File: src/rtl/cpu_subsys_sram_arbiter.sv
// Two-port valid/ready arbiter sharing the cpu_subsys_sram port; ownership is held for a whole transaction.
// Define CPU_SUBSYS_SRAM_ARB_RR_EN for round-robin ties; otherwise port 0 has fixed priority.
module cpu_subsys_sram_arbiter (
  input  logic        sys_clk,
  input  logic        rst,
  input  logic        s0_mem_valid,
  input  logic [29:0] s0_mem_addr,
  input  logic        s0_mem_write,
  input  logic [31:0] s0_mem_wdata,
  input  logic [3:0]  s0_mem_wstrb,
  output logic [31:0] s0_mem_rdata,
  output logic        s0_mem_ready,
  input  logic        s1_mem_valid,
  input  logic [29:0] s1_mem_addr,
  input  logic        s1_mem_write,
  input  logic [31:0] s1_mem_wdata,
  input  logic [3:0]  s1_mem_wstrb,
  output logic [31:0] s1_mem_rdata,
  output logic        s1_mem_ready,
  output logic        m_mem_valid,
  output logic [29:0] m_mem_addr,
  output logic        m_mem_write,
  output logic [31:0] m_mem_wdata,
  output logic [3:0]  m_mem_wstrb,
  input  logic [31:0] m_mem_rdata,
  input  logic        m_mem_ready,
  output logic        arb_busy,
  output logic        arb_owner
);
  typedef enum logic {IDLE, BUSY} state_t;

  state_t state, state_nx;
  logic   owner, owner_nx;
  logic   last_grant, last_grant_nx;
  logic   sel, grant, tie_pick;

`ifdef CPU_SUBSYS_SRAM_ARB_RR_EN
  assign tie_pick = ~last_grant;
`else
  assign tie_pick = 1'b0;
`endif

  always_ff @(posedge sys_clk or posedge rst) begin
    if (rst) begin
      state      <= IDLE;
      owner      <= 1'b0;
      last_grant <= 1'b1;
    end else begin
      state      <= state_nx;
      owner      <= owner_nx;
      last_grant <= last_grant_nx;
    end
  end

  always_comb begin
    state_nx      = state;
    owner_nx      = owner;
    last_grant_nx = last_grant;
    sel           = owner;
    grant         = 1'b0;
    case (state)
      IDLE: begin
        if (s0_mem_valid && s1_mem_valid) begin
          sel   = tie_pick;
          grant = 1'b1;
        end else if (s0_mem_valid) begin
          sel   = 1'b0;
          grant = 1'b1;
        end else if (s1_mem_valid) begin
          sel   = 1'b1;
          grant = 1'b1;
        end
        if (grant) begin
          owner_nx = sel;
          if (!m_mem_ready) state_nx = BUSY;
        end
      end
      BUSY: begin
        // Only the owner is looked at; a dropped valid abandons the lock.
        sel   = owner;
        grant = owner ? s1_mem_valid : s0_mem_valid;
        if (!grant || m_mem_ready) state_nx = IDLE;
      end
      default: state_nx = IDLE;
    endcase
    if (grant && m_mem_ready) last_grant_nx = sel;
  end

  assign m_mem_valid  = grant & ~rst;
  assign m_mem_addr   = sel ? s1_mem_addr  : s0_mem_addr;
  assign m_mem_write  = sel ? s1_mem_write : s0_mem_write;
  assign m_mem_wdata  = sel ? s1_mem_wdata : s0_mem_wdata;
  assign m_mem_wstrb  = sel ? s1_mem_wstrb : s0_mem_wstrb;

  assign s0_mem_ready = m_mem_valid & m_mem_ready & ~sel;
  assign s1_mem_ready = m_mem_valid & m_mem_ready & sel;
  assign s0_mem_rdata = (m_mem_valid && !sel) ? m_mem_rdata : 32'h0;
  assign s1_mem_rdata = (m_mem_valid && sel)  ? m_mem_rdata : 32'h0;

  assign arb_busy  = (state == BUSY);
  assign arb_owner = owner;
endmodule

File: config.mk
export PLATFORM = sky130hd
export DESIGN_NAME = cpu_subsys_sram_arbiter
export DESIGN_NICKNAME = d
export VERILOG_FILES = /design/src/rtl/cpu_subsys_sram_arbiter.sv
export SDC_FILE = /design/constraint.sdc
export NUM_CORES = 1
export LEC_CHECK = 0
export CORE_AREA = 3 3 119 121
export DETAILED_ROUTE_END_ITERATION = 12
export DIE_AREA = 0 0 122 124
export PLACE_DENSITY = 0.56
export SYNTH_ARGS = -nofsm -noshare
export SYNTH_HDL_FRONTEND = slang
export SYNTH_SLANG_ARGS = --single-unit
File: constraint.sdc
create_clock -name sys_clk -period 2.7 [get_ports sys_clk]
set_input_delay 0.405 -clock sys_clk [delete_from_list [all_inputs] [get_ports sys_clk]]
set_output_delay 0.405 -clock sys_clk [all_outputs]
set_load 0.03 [all_outputs]
# Yosys cells after proc, flatten, opt, wreduce, memory -nomap -nowiden
# Index checks and enable logic that the tools add are counted.
# op_classes
n_mux,20
n_bitwise,7
n_reduce_logical,7
# ops
cell,n
32-bit 2-to-1 mux,3
30-bit 2-to-1 mux,1
1-bit 2-to-1 mux,12
1-bit case mux with 2 select lines,3
1-bit bitwise AND,4
4-bit 2-to-1 mux,1
1-bit logical AND,3
1-bit inverter,3
1-bit logical NOT,2
2-bit AND reduction,1
1-bit logical OR,1
# totals
ff_bits,2
elab_cells,36

# Longest topological paths before layout
# Gate-level depths: netlist of run 1.
# depth
word_depth,8
mapped_depth,5

# Worst setup path after synthesis of run 1
# OpenSTA, ideal clock, no wires.
# synth_timing
path_kind,register -> output
startpoint,register state (netlist: arb_busy)
endpoint,output m_mem_valid
arrival_time_ns,1.497
required_ns,2.295
path_slack_ns,0.798
stages_incl_launch_ff,4
n_path_buf,0
path_cell_list,dfrtp_1 -> nor2b_1 -> nor2b_1 -> nor3_1
# synth_via
elab_chain_len,3
# synth_rtl
item,line,rtl
start: declaration,32,"state_t state, state_nx;"
start signal: assignment,49,state <= state_nx;
1-bit inverter,-,
1-bit case mux with 2 select lines (*),61,case (state)
1-bit bitwise AND (*),89,assign m_mem_valid = grant & ~rst;
end: declaration,20,"output logic m_mem_valid,"
# Mark *: on every way between the ends. The rest lies on a longest branch, timed or not.

# Worst setup path in the final report of run 1
# layout_timing
startpoint,input s1_mem_valid
endpoint,output m_mem_addr[8]
# layout_via
elab_chain_len,5
elab_cells_between_ends,6
classes_between,mux (5); reduce/logical (1)
# layout_rtl
item,line,rtl
start: declaration,13,"input logic s1_mem_valid,"
1-bit 2-to-1 mux,69,end else if (s1_mem_valid) begin
1-bit 2-to-1 mux,66,end else if (s0_mem_valid) begin
1-bit 2-to-1 mux (*),63,if (s0_mem_valid && s1_mem_valid) begin
1-bit case mux with 2 select lines (*),61,
30-bit 2-to-1 mux (*),90,assign m_mem_addr = sel ? s1_mem_addr : s0_mem_addr;
end: declaration,21,"output logic [29:0] m_mem_addr,"
# Marked as above.

==> results.cfg, run 1 <==
[worst_setup_path]
worstRegToRegCells = 4
crit_fanout = 39
worstSetupPathType = input pin to primary output
endpoint_kind = primary output
cp.arrival_ns = 2.19
crit_required_ns = 2.30
start_kind = input pin

[cts]
clock_latency_ns = 0.22
clkSlewWorstSetupHoldPaths_ns = 0.03
ctsLongestPathBuffers = 2
post-cts-setup-buffers = 0
clock_sinks = 2
cts_buffers = 3
cts-htree-levels = 1
tritoncts = yes
cts_root_buf = clkbuf_16

[sta]
whs_ns = 0.406
worstMarginPinSlew_ns = 0.341
max_slew_margin_pct = 77.2
setup_tns_ns = 0
timing.final.crit_share_pct = 96.0
finalCriticalPeriod_ns = 2.59
finalHoldViolCount = 0
rsz0062_at_grt = no
fin_skew_ns = 0.000565
fmax_mhz = 386
setup_viol = 0
drv_slew = 0

[placed_design]
gp_congestion = 0.708
place_area_um2 = 4560
post-dp-hpwl_mm = 9.15
portBuffers = 306

[run]
max-cap-violations = 0

[synth]
ys_ff_latch = 2
synth_cells = 162
netlist.area_leader.share_pct = 37.3
yosysSeqAreaShare_pct = 3.45
netlist_top_cells_area = mux2_2 37%, and2_1 28%, mux2_4 20%
yosys.area.top_type = mux2_2
synth_warnings = 0
syn_area_um2 = 1450
syn_nets = 333
postSynthAreaPerCell_um2 = 8.95
yosysUniqueCellTypes = 16

[routing]
drtAntennaViolNets = 0
first_pass_iters = 4
vias = 2354
drt-vias-per-instance = 3.66
drc = 0
dr.first_iter.drc_count = 30
wirelength_mm = 10.2
post_drt_wl_per_cell_um = 15.8

[final_layout]
mostFrequentLayoutCells = 173 x clkdlybuf4s50_1, 89 x buf_4, 66 x and2_1
drive_above_1_share_pct = 35.0
fillers = 1375
final_common_cell = clkdlybuf4s50_1
n_antenna_cell = 0
stdcell_area_um2 = 4570
areaGrowthSynthToFinish_pct = 215
nNetsFinal = 641

[floorplanning]
die_area_um2 = 15100
start_util_pct = 11.0
die_w_um = 122
die_h_um = 124
io_pins = 307
rows = 42
coreArea_um2 = 13200

[outcome]
status = finished, final reports clean

[power]
power.density_nw_per_um2 = 311
max-vdd-ir-drop_mv = 0.146
leakage_nw = 2.08

[hold_path]
hp-class = input pin to asynchronous set/reset pin

[global_route]
antenna_found_initial = 0
grt_pass1_vias = 2375
grt_max_degree = 40
grt_first_pass_wirelength_mm = 13.5
overflow = 0
gr-usage-all-layers_pct = 11.5
[final timing paths]
path	from	endpoint	slack, ns
worst max-delay path	s1_mem_valid	m_mem_addr[8]	0.11
worst min-delay path	rst	arb_busy	0.41
worst max register to register	arb_busy	arb_owner	1.59
worst min register to register	arb_busy	arb_busy	0.78
max in group asynchronous	rst	arb_owner	2.18
min in group sys_clk	arb_busy	arb_busy	0.78
[flip-flops by register name, summed over array words and instances, names as in the netlist]
signal,count
arb_owner,1
arb_busy,1
[through the flow]
step	std cells	utilization, %	setup slack (ns)	total power, mW
after floorplan	162	-	0.798	0.680
after global placement	641	34.6	-0.121	1.29
after detailed placement	641	34.6	-0.140	1.29
after CTS	644	34.7	0.0871	1.45
after global routing	644	34.7	0.0503	1.50
final	644	34.7	0.107	1.42
[what timing repair did]
item	in CTS	in global routing
endpoints found under the setup margin	51	0
resized for setup	52	0
hold buffers	0	0
[metal layers]
metal / up-vias / wire, µm / track usage, %
li1: 1162 / - / -
met1: 1052 / 3580 / 12.3
met2: 138 / 5450 / 22.6
met3: 2 / 1110 / 3.86
met4: 0 / 27 / 0.910
met5: - / 0 / 0
[cells by family after synthesis]
family          share of synthesized area (%)
flops                                    3.45
buf+inv                                  5.78
mux                                      56.9
simple gates                             32.9
compound gates                          0.949
[Yosys cell counts]
library cell and number:
nor3_1 2, nor3b_2 1, mux2_2 48, o21ai_2 1, buf_6 3, and3_1 1, nor2b_1 3, and2_1 66
clkbuf_1 6, mux2_4 19, dfrtp_1 2, nand2_1 1, a21oi_1 1, inv_1 2, nand2b_1 2, buf_2 4
[power by group]
part	switching (mW)	internal, mW
clock network	0.0300	0.188
registers	0.00476	0.0335
logic	0.579	0.588
[area by class of cell]
class	count	area (µm²)	area share [%]
Timing Repair Buffer	316	2900	63.3
Tap cell	176	220	4.81
Clock buffer	3	75.1	1.64
Inverter	2	7.51	0.164
Multi-Input combinational cell	145	1320	28.9
Sequential cell	2	50.0	1.09
[critical path: stages]
cell and delay (ns):
clkdlybuf4s50_1 0.42, nor2b_1 0.16, o21ai_4 0.19, buf_12 0.24
mux2_2 0.37, dlygate4sd2_1 0.37
No activity file was read; power rests on OpenSTA's default activity.
==> run 2: changes to the inputs <==
Settings changed: GPL_ROUTABILITY_DRIVEN set to 0.
==> results of run 2 <==
Same layout as run 1: the final DEF is identical, and so are final timing and power.
